==> src/rtl/fft_stage_sched.sv <==
// Radix-2 DIF stage scheduler: issues butterfly operand addresses and twiddle
// indices stage by stage, with a matched write-back delay line and drain gaps.
module fft_stage_sched #(
  parameter int MAX_LOG2N  = 5,
  parameter int BF_LATENCY = 4
) (
  input  logic                 clk,
  input  logic                 rst,
  input  logic                 fft_start,
  input  logic [10:0]          fft_size,
  output logic                 busy,
  output logic                 fft_done,
  output logic                 size_err,
  output logic                 bf_valid,
  output logic [MAX_LOG2N-1:0] bf_addr_a,
  output logic [MAX_LOG2N-1:0] bf_addr_b,
  output logic [MAX_LOG2N-2:0] tw_idx,
  output logic [2:0]           bf_stage,
  output logic                 wb_valid,
  output logic [MAX_LOG2N-1:0] wb_addr_a,
  output logic [MAX_LOG2N-1:0] wb_addr_b
);

  localparam int AW = MAX_LOG2N;
  localparam int TW = MAX_LOG2N - 1;
  localparam int DW = $clog2(BF_LATENCY + 1);

  typedef enum logic [1:0] {S_IDLE, S_ISSUE, S_DRAIN, S_DONE} state_t;

  state_t          state_q, state_d;
  logic [3:0]      log2n_q, log2n_d;
  logic [3:0]      stage_q, stage_d;
  logic [3:0]      shift_q, shift_d;
  logic [AW-1:0]   n_half_q, n_half_d;
  logic [AW-1:0]   h_q, h_d;
  logic [AW-1:0]   k_q, k_d;
  logic [AW-1:0]   j_q, j_d;
  logic [AW-1:0]   base_q, base_d;
  logic [DW-1:0]   drain_q, drain_d;
  logic            err_q, err_d;

  logic            issue;
  logic            size_ok;
  logic [3:0]      size_log2;

  logic            busy_q, done_q, size_err_q, bf_valid_q;
  logic [AW-1:0]   bf_addr_a_q, bf_addr_b_q;
  logic [TW-1:0]   tw_idx_q;
  logic [3:0]      bf_stage_q;

  logic [BF_LATENCY-1:0]         wbv_q;
  logic [BF_LATENCY-1:0][AW-1:0] wba_q;
  logic [BF_LATENCY-1:0][AW-1:0] wbb_q;

  always_comb begin
    size_log2 = '0;
    for (int i = 0; i < 11; i++) begin
      if (fft_size[i]) size_log2 = 4'(i);
    end
    size_ok = (fft_size >= 11'd2) && (fft_size <= (11'd1 << MAX_LOG2N)) &&
              ((fft_size & (fft_size - 11'd1)) == 11'd0);
  end

  // NOTE: every variable gets a default before the case so no latch is inferred.
  always_comb begin
    state_d  = state_q;
    log2n_d  = log2n_q;
    stage_d  = stage_q;
    shift_d  = shift_q;
    n_half_d = n_half_q;
    h_d      = h_q;
    k_d      = k_q;
    j_d      = j_q;
    base_d   = base_q;
    drain_d  = drain_q;
    err_d    = 1'b0;
    issue    = 1'b0;

    case (state_q)
      S_IDLE: begin
        if (fft_start) begin
          if (size_ok) begin
            state_d  = S_ISSUE;
            log2n_d  = size_log2;
            n_half_d = AW'(fft_size >> 1);
            h_d      = AW'(fft_size >> 1);
            stage_d  = '0;
            shift_d  = 4'(MAX_LOG2N) - size_log2;
            k_d      = '0;
            j_d      = '0;
            base_d   = '0;
          end else begin
            err_d = 1'b1;
          end
        end
      end
      S_ISSUE: begin
        issue = 1'b1;
        if (k_q == n_half_q - 1'b1) begin
          state_d = S_DRAIN;
          drain_d = '0;
        end else begin
          k_d = k_q + 1'b1;
          // j wraps at h; each wrap moves to the next butterfly group of width 2h.
          if (j_q == h_q - 1'b1) begin
            j_d    = '0;
            base_d = base_q + (h_q << 1);
          end else begin
            j_d = j_q + 1'b1;
          end
        end
      end
      S_DRAIN: begin
        if (drain_q == DW'(BF_LATENCY - 1)) begin
          if (stage_q == log2n_q - 4'd1) begin
            state_d = S_DONE;
          end else begin
            state_d = S_ISSUE;
            stage_d = stage_q + 4'd1;
            shift_d = shift_q + 4'd1;
            h_d     = h_q >> 1;
            k_d     = '0;
            j_d     = '0;
            base_d  = '0;
          end
        end else begin
          drain_d = drain_q + 1'b1;
        end
      end
      S_DONE:  state_d = S_IDLE;
      default: state_d = S_IDLE;
    endcase
  end

  // NOTE: sequential state uses non-blocking assignments only, so every register
  // samples pre-edge values regardless of statement order.
  always_ff @(posedge clk) begin
    if (rst) begin
      state_q     <= S_IDLE;
      log2n_q     <= '0;
      stage_q     <= '0;
      shift_q     <= '0;
      n_half_q    <= '0;
      h_q         <= '0;
      k_q         <= '0;
      j_q         <= '0;
      base_q      <= '0;
      drain_q     <= '0;
      err_q       <= 1'b0;
      busy_q      <= 1'b0;
      done_q      <= 1'b0;
      size_err_q  <= 1'b0;
      bf_valid_q  <= 1'b0;
      bf_addr_a_q <= '0;
      bf_addr_b_q <= '0;
      tw_idx_q    <= '0;
      bf_stage_q  <= '0;
      // NOTE: the delay line is cleared too, so in-flight write-backs die on reset.
      wbv_q       <= '0;
      wba_q       <= '0;
      wbb_q       <= '0;
    end else begin
      state_q     <= state_d;
      log2n_q     <= log2n_d;
      stage_q     <= stage_d;
      shift_q     <= shift_d;
      n_half_q    <= n_half_d;
      h_q         <= h_d;
      k_q         <= k_d;
      j_q         <= j_d;
      base_q      <= base_d;
      drain_q     <= drain_d;
      err_q       <= err_d;
      busy_q      <= (state_q != S_IDLE);
      done_q      <= (state_q == S_DONE);
      size_err_q  <= err_q;
      bf_valid_q  <= issue;
      bf_addr_a_q <= issue ? base_q + j_q : '0;
      bf_addr_b_q <= issue ? base_q + j_q + h_q : '0;
      tw_idx_q    <= issue ? TW'(j_q << shift_q) : '0;
      bf_stage_q  <= (state_q == S_IDLE) ? 4'd0 : stage_q;
      wbv_q[0]    <= bf_valid_q;
      wba_q[0]    <= bf_addr_a_q;
      wbb_q[0]    <= bf_addr_b_q;
      for (int i = 1; i < BF_LATENCY; i++) begin
        wbv_q[i] <= wbv_q[i-1];
        wba_q[i] <= wba_q[i-1];
        wbb_q[i] <= wbb_q[i-1];
      end
    end
  end

  assign busy      = busy_q;
  assign fft_done  = done_q;
  assign size_err  = size_err_q;
  assign bf_valid  = bf_valid_q;
  assign bf_addr_a = bf_addr_a_q;
  assign bf_addr_b = bf_addr_b_q;
  assign tw_idx    = tw_idx_q;
  assign bf_stage  = 3'(bf_stage_q);
  assign wb_valid  = wbv_q[BF_LATENCY-1];
  assign wb_addr_a = wba_q[BF_LATENCY-1];
  assign wb_addr_b = wbb_q[BF_LATENCY-1];

endmodule
==> config.mk <==
export PLATFORM = sky130hd
export DESIGN_NAME = fft_stage_sched
export DESIGN_NICKNAME = d
export VERILOG_FILES = /design/src/rtl/fft_stage_sched.sv
export SDC_FILE = /design/constraint.sdc
export NUM_CORES = 1
export LEC_CHECK = 0
export CAP_MARGIN = 20
export CORE_ASPECT_RATIO = 2
export CORE_UTILIZATION = 55
export CTS_BUF_LIST = sky130_fd_sc_hd__clkbuf_16
export DETAILED_ROUTE_END_ITERATION = 10
export GPL_ROUTABILITY_DRIVEN = 1
export PLACE_DENSITY = 0.77
export SLEW_MARGIN = 0
export SYNTH_ARGS = -nofsm -noshare
export SYNTH_HDL_FRONTEND = slang
export SYNTH_SLANG_ARGS = --single-unit
==> constraint.sdc <==
create_clock -name clk -period 3.8 [get_ports clk]
set_clock_uncertainty 0.15 [all_clocks]
set_input_delay 0.95 -clock clk [delete_from_list [all_inputs] [get_ports clk]]
set_output_delay 0.95 -clock clk [all_outputs]
set_load 0.1 [all_outputs]
==> metrics list, run 1 <==
* Clock tree from TritonCTS: yes
* Syn nets: between 500 and 600
- Global routing usage on met2: 0.402
- CP endpoint kind: register
* Starting density of the core: 0.565
- Slew Limit Headroom: 0.331
* Hold violation count in the final report: 0
- Fraction of final layout cells with drive strength greater than 1: 0.0707
- In this run the tool buffered the top-level ports with 45 buffer cells.
* Number of nets still failing antenna checks after routing: 0
- Summing every instance area after synthesis gives 4690 µm².
- Number of primary I/O pins: 46
* Worst Tran Pin Value: around 1.0 ns
- IR analysis of the VDD net gives a maximum drop of 0.226 mV.
- Crit path launch type: input pin
* Number of inserted diodes: 0
- At the worst endpoint, the arrival time is between 3 and 4 ns.
* Combined area of the multi-input logic cells: between 2000 and 2500 µm²
- Die H: between 100 and 150 µm
- For this run, global-route usage on met3 was measured as 0.0517.
- The floorplan has 47 rows.
* Core utilization of the finished layout: 0.644
- Run status: finished clean
- Post CTS Setup Buffer Count: 0
* Largest fanout of any net on the critical path: 9
- Fill cells in the final layout number 699.
- Wire length of the first global-routing pass: 15.3 mm
- Sequential area share after synthesis: 0.457
* Drt drc: 0
* Hold path start: wba_q[5]$_SDFF_PP0_
* Mean instance size in the synthesized netlist: roughly 9.5 µm²
- For this run, global-route usage on met1 was measured as 0.217.
* Cell type with the highest aggregate area in the netlist: dfxtp_1
* Number of instances resized during post-cts repair: 0
* Regs by FF count: wba_q (15), wbb_q (15)
- Compared with the post-synthesis result, the final layout area differs by 13.9%.
* Inserted Clock Buffers: 9
- Latest clock arrival within the worst-skew pair: between 0.3 and 0.4 ns
* Number of clock sinks seen by CTS: approximately 110
- The floorplan step defined a die boundary enclosing roughly 8900 µm².
* Combined flip-flop and latch cell area: ~2100 µm²
- The worst path needs between 3 and 4 ns of the cycle, external delays included.
- The pre-antenna-repair detailed-routing pass consisted of 4 iterations.
- Buffers from clock root to sink, at most: 2
- Crit path from: fft_size[1]
- Global-route congestion overflow total: 0
* Aggregate global-route resource usage: 0.226
- In this run, the number of DRC markers left after iteration 0 of detailed routing was approximately 140.
- Ranked by total cell area, the synthesized netlist is headed by dfxtp_1 46%, nor2b_1 7.5%, ha_1 5.3%, nor2_1 3.8%, mux2i_1 3.0%.
- Yosys printed 0 warnings.
* R2r startpoint: h_q[1]$_SDFFE_PP0P_
- Highest clock rate: between 300 and 400 MHz
* Largest net degree at the start of global routing: 46
* Number of violations of the max-capacitance limit: 0
- Power spread over the standard cell area amounts to around 380 nW/µm².
- Library cell with the highest instance count after synthesis: dfxtp_1
- Hold repair after CTS inserted 0 buffers.
- The via count of the first global-routing pass is 3421.
- For this run, the post-layout net count is 554.
* Fin crit share: 0.826
* Dominant synthesized flop cell: dfxtp_1
- Antenna violations before repair: 0
* Wirelength per Cell: between 10 and 15 µm
- The routed layout has between 3000 and 4000 vias.
- The die is ~67 µm wide.
- Hold WC Path Type: reg -> reg
- Synth top cells by count: 107 x dfxtp_1, 56 x nor2b_1, 47 x nor2_1, 25 x nand2_1, 23 x a21oi_1
- Count of cell types in the netlist: 64
* RSZ-0062 raised after global routing: no
- Start-to-end type of the worst setup path: in -> reg
* Clock-pin slew of the registers on the worst-case setup and hold paths: ~0.06 ns
- The synthesized design contains 0 enable-type register cells.
* H-tree level count: 3
* Post-Synthesis Cells: just under 500
- The routed design has 9.18 mm of wire.
- After floorplanning, the core was sized to cover slightly above 8000 µm².
- Post-synth top area share: 0.457
- Seq cells post-synth: 107
- Routability congestion estimate: roughly 0.89
- In the final timing run, aggregate negative setup slack is 0 ns.
- Final max-slew violation count: 0
- In the routed layout, each cell is associated on average with a via count of between 5 and 6.
- FFs w/ async S/R, synth: 0
- Root cell of the clock tree: clkbuf_16
- Most Used Layer, Global Route: met2
- Setup violations remaining at the end of the flow were counted as 0.
* CP Data Required Time: 3.90 ns
* Total half-perimeter wirelength after legalization and detailed placement: just under 7 mm
- Leakage power of the design: just over 2 nW
-- per-layer routing --
layer,part of all wire,up-vias
met5,0,-
met4,0.054,0
met3,0.035,37
met2,0.54,101
met1,0.37,1645
li1,-,1713
-- report_power, final --
group | switching (mW) | leakage, nW | internal [mW]
Combinational | 0.0394 | 1.09 | 0.0249
Clock | 0.383 | 0.127 | 0.434
Sequential | 0.000855 | 0.862 | 1.12
Total | 0.423 | 2.08 | 1.58
-- logic make-up after synthesis --
group                      count (synthesis)  synth area share
muxes                                     14            0.0299
adders and majority gates                 22            0.0619
DFF                                      107             0.457
buffers and inverters                     49            0.0539
AOI/OAI and AO/OA                         79             0.119
xor gates and xnor gates                  27            0.0504
and+or+nand+nor                          194             0.228
-- area by class of cell --
type | count | share of cell area
tap | 98 | 0.0230
timing repair buffer | 50 | 0.0872
sequential | 107 | 0.401
clock inverter | 7 | 0.00680
clock buffer | 9 | 0.0422
multi-input combinational | 336 | 0.430
inverter | 14 | 0.00985
-- placed cells by master, fill, tap and decap left out, types with 12 or more instances in the layout --
master | netlist | routed
nor2b_1 | 56 | 56
a21oi_1 | 23 | 23
buf_4 | 11 | 12
xor2_1 | 12 | 12
xnor2_1 | 15 | 15
ha_1 | 20 | 20
dfxtp_1 | 107 | 107
clkdlybuf4s50_1 | 0 | 37
nand2_1 | 25 | 25
nor2_1 | 47 | 47
inv_1 | 14 | 15
o21ai_0 | 14 | 14
mux2i_1 | 14 | 14
-- path summary, 6_finish.rpt --
check | endpoint | slack, ns | cells past startpoint
setup reg to reg | base_q[4]$_SDFFE_PP0P_ | 0.85 | 8
hold / removal | wba_q[10]$_SDFF_PP0_ | 0.29 | 1
setup / recovery | h_q[3]$_SDFFE_PP0P_ | 0.66 | 8
hold reg to reg | wba_q[10]$_SDFF_PP0_ | 0.29 | 1
-- critical path: stages --
cell and delay [ns]:
clkdlybuf4s50_1 0.52, nor4_2 0.33, o2111a_2 0.31, a31oi_4 0.13, nor3b_2 0.46, buf_4 0.25, nor2_1 0.05, a311oi_1 0.24
-- through the flow --
stage	cell area [µm²]	std cells	hold WS, ns	setup slack [ns]	total power [mW]
floorplan	4690	492	0.264	1.06	1.19
global placement	5080	605	0.268	0.416	1.21
detailed placement	5080	605	0.275	0.325	1.21
CTS	5340	621	0.290	0.662	2.03
global route	5340	621	0.306	0.425	2.08
finish	5340	621	0.287	0.662	2.01
Power figures use the tool's default switching activity.
==> run 2, diff against run 1 <==
==> constraint.sdc (replaced) <==
create_clock -name clk -period 3.14 [get_ports clk]
set_clock_uncertainty 0.15 [all_clocks]
set_input_delay 0.785 -clock clk [delete_from_list [all_inputs] [get_ports clk]]
set_output_delay 0.785 -clock clk [all_outputs]
set_load 0.1 [all_outputs]
==> run 2 against run 1 <==
Compared with the run above: first-iteration DRC count increased by 5.1%; via count is 0.54% higher; utilization is 1.2 points higher; setup slack lost 0.38 ns; register-to-register slack got worse by 0.32 ns; critical path depth is 1 lower.
==> metrics list, run 2 (synthesized netlist as in run 1, its figures left out) <==
- The run finished with clean final reports.
* R2r startpoint: h_q[1]$_SDFFE_PP0P_
- Static timing analysis puts the maximum clock frequency at 350 MHz.
- Total half-perimeter wirelength after legalization and detailed placement: 7.15 mm
- Start-to-end type of the worst setup path: in -> reg
- Worst setup slack after placement: -0.0326 ns
* Latest clock arrival within the worst-skew pair: 0.34 ns
- In the finished design, the share of the clock period the worst path needs comes to 0.910.
- Setup violations remaining at the end of the flow were counted as 0.
* Nets: 566
* Final max-slew violation count: 0
- Routability congestion estimate: about 0.9
* Worst Tran Pin Value: about 0.84 ns
* Critical Path End: base_q[2]$_SDFFE_PP0P_
* Final WL: a little under 10 mm
* Number of instances resized during post-cts repair: 0
- CP Data Required Time: about 3.2 ns
- RSZ-0062 raised after global routing: no
* R2r setup slk: ~0.53 ns
* Via Count: around 3500
* Leakage power of the design: 2.21 nW
* Number of port buffers: 45
- Starting density of the core: 0.565
* Regs by FF count: wba_q (15), wbb_q (15)
* Fill cell instance count of the final layout: 694
- Buffers from clock root to sink, at most: 2
- Drt drc: 0
* Leading cell types in the layout, fill and taps excluded: 107 x dfxtp_1, 56 x nor2b_1, 47 x nor2_1
- Post CTS Setup Buffer Count: 0
* Floorplan Core Area: between 8000 and 9000 µm²
* Clock tree from TritonCTS: yes
* Pwr per Cell Area: around 470 nW/µm²
* Violation count after the first detailed-route iteration: 144
- Die H: around 130 µm
- Hold WC Path Type: reg -> reg
- Number of nets still failing antenna checks after routing: 0
- Largest fanout of any net on the critical path: 5
- The library cell used most frequently in the layout, excluding fill and tap cells, is dfxtp_1.
- STA classifies the critical path startpoint as an input pin.
- The worst-case IR drop observed on VDD is approximately 0.32 mV.
- The largest single stage delay on the critical path is around 0.48 ns.
- Number of clock sinks seen by CTS: roughly 110
- From left edge to right edge, the die measures around 67 µm.
- In this run the core area contains 47 standard-cell rows.
- Slowest cell on the critical path: clkdlybuf4s50_1
- In this run the most critical hold path is launched from wbb_q[7]$_SDFF_PP0_.
- In the final layout, the share of cells above drive strength 1 is 0.142.
* Hold violation count in the final report: 0
* 1st-pass router iterations: 4
- Cell breakdown of the critical path: clkdlybuf4s50_1 -> nor4_2 -> o2111a_2 -> a31oi_4 -> o22ai_1 -> nand2_1 -> o41ai_1
- Worst r2r path cells: 8
- Number of inserted diodes: 0
- Antenna violations before repair: 0
* Number of vias per cell: ~5.6
* Wirelength per Cell: 15.3 µm
- H-tree level count: 3
- Entering global routing, the biggest net connects between 80 and 90 pins.
- The first global-routing pass estimated roughly 16 mm of wire.
- Setup slack closes at 0.281 ns.
* Inserted Clock Buffers: 9
- Number of violations of the max-capacitance limit: 0
- Slew Limit Headroom: 0.442
- The routed design could run at a clock period as short as 2.86 ns.
- For the worst setup path, the data arrival time is 2.94 ns.
- 46 I/O pins were placed.
* Synthesis-to-finish area growth: 15.9%
- Crit Reg-Reg Endpoint: j_q[4]$_SDFFE_PP0P_
* Crit path from: fft_size[1]
- Aggregate global-route resource usage: 0.234
- The tree is rooted in a clkbuf_16.
- The via count of the first global-routing pass came to about 3500.
* Tightest hold margin: ~0.29 ns
* Global-route congestion overflow total: 0
- The floorplan step defined a die boundary enclosing a little under 9000 µm².
- The worst setup path is captured at a register.
- After clock tree synthesis, the clock-pin slew on the worst setup and hold paths is about 0.070 ns.
- The number of hold buffers added after CTS was 0.
run 2: changes by cell type in the layout (fill, tap and decap cells not counted):
cell / delta
clkdlybuf4s50_1: -25
bufinv_16: +1
buf_12: +3
inv_6: +1
clkinv_1: -2
buf_4: +34
run 2: worst min path at each step:
stage                                          to  slack (ns)  cells past startpoint
after floorplan               size_err$_SDFF_PP0_        0.26                      1
after global placement       wbb_q[14]$_SDFF_PP0_        0.27                      1
after detailed placement      wba_q[9]$_SDFF_PP0_        0.27                      1
after CTS                    wbb_q[12]$_SDFF_PP0_        0.29                      1
after global routing      wb_addr_a[4]$_SDFF_PP0_        0.30                      1
final                        wbb_q[12]$_SDFF_PP0_        0.29                      1
run 2: final cells by class:
type | instances | area [µm²] | share of cell area
inverter | 14 | 52.6 | 0.00967
clock buffer | 9 | 225 | 0.0414
tap | 98 | 123 | 0.0226
clock inverter | 7 | 67.6 | 0.0124
timing repair buffer | 62 | 531 | 0.0976
multi-input combinational | 336 | 2290 | 0.422
sequential | 107 | 2140 | 0.394
run 2: where the power goes:
| group | internal (mW) | total, mW | switching (mW) |
|---|---|---|---|
| Clock | 0.615 | 1.09 | 0.474 |
| Combinational | 0.0358 | 0.0853 | 0.0495 |
| Sequential | 1.36 | 1.36 | 0.00103 |
| Total | 2.01 | 2.53 | 0.525 |
run 2: routing by layer:
| metal | track usage | wire (µm) | vias up |
|---|---|---|---|
| li1 | - | - | 1741 |
| met1 | 0.216 | 3470 | 1623 |
| met2 | 0.429 | 5340 | 111 |
| met3 | 0.0534 | 342 | 40 |
| met4 | 0.148 | 516 | 0 |
| met5 | 0 | 0 | - |
run 2: through the flow:
step	std cells	TNS [ns]	total power, mW	util	instance area (µm²)
floorplan	492	0	1.44	-	4690
global placement	617	0	1.47	0.620	5140
detailed placement	617	-0.0496	1.48	0.620	5140
CTS	633	0	2.56	0.655	5430
global route	633	0	2.62	0.655	5430
finish	633	0	2.53	0.655	5430
run 2: worst max-delay path, delay by kind of cell:
kind | cells | cell delay [ns]
AOI/OAI and AO/OA | 4 | 1.13
and+or+nand+nor | 2 | 0.55
buffers and inverters | 1 | 0.48
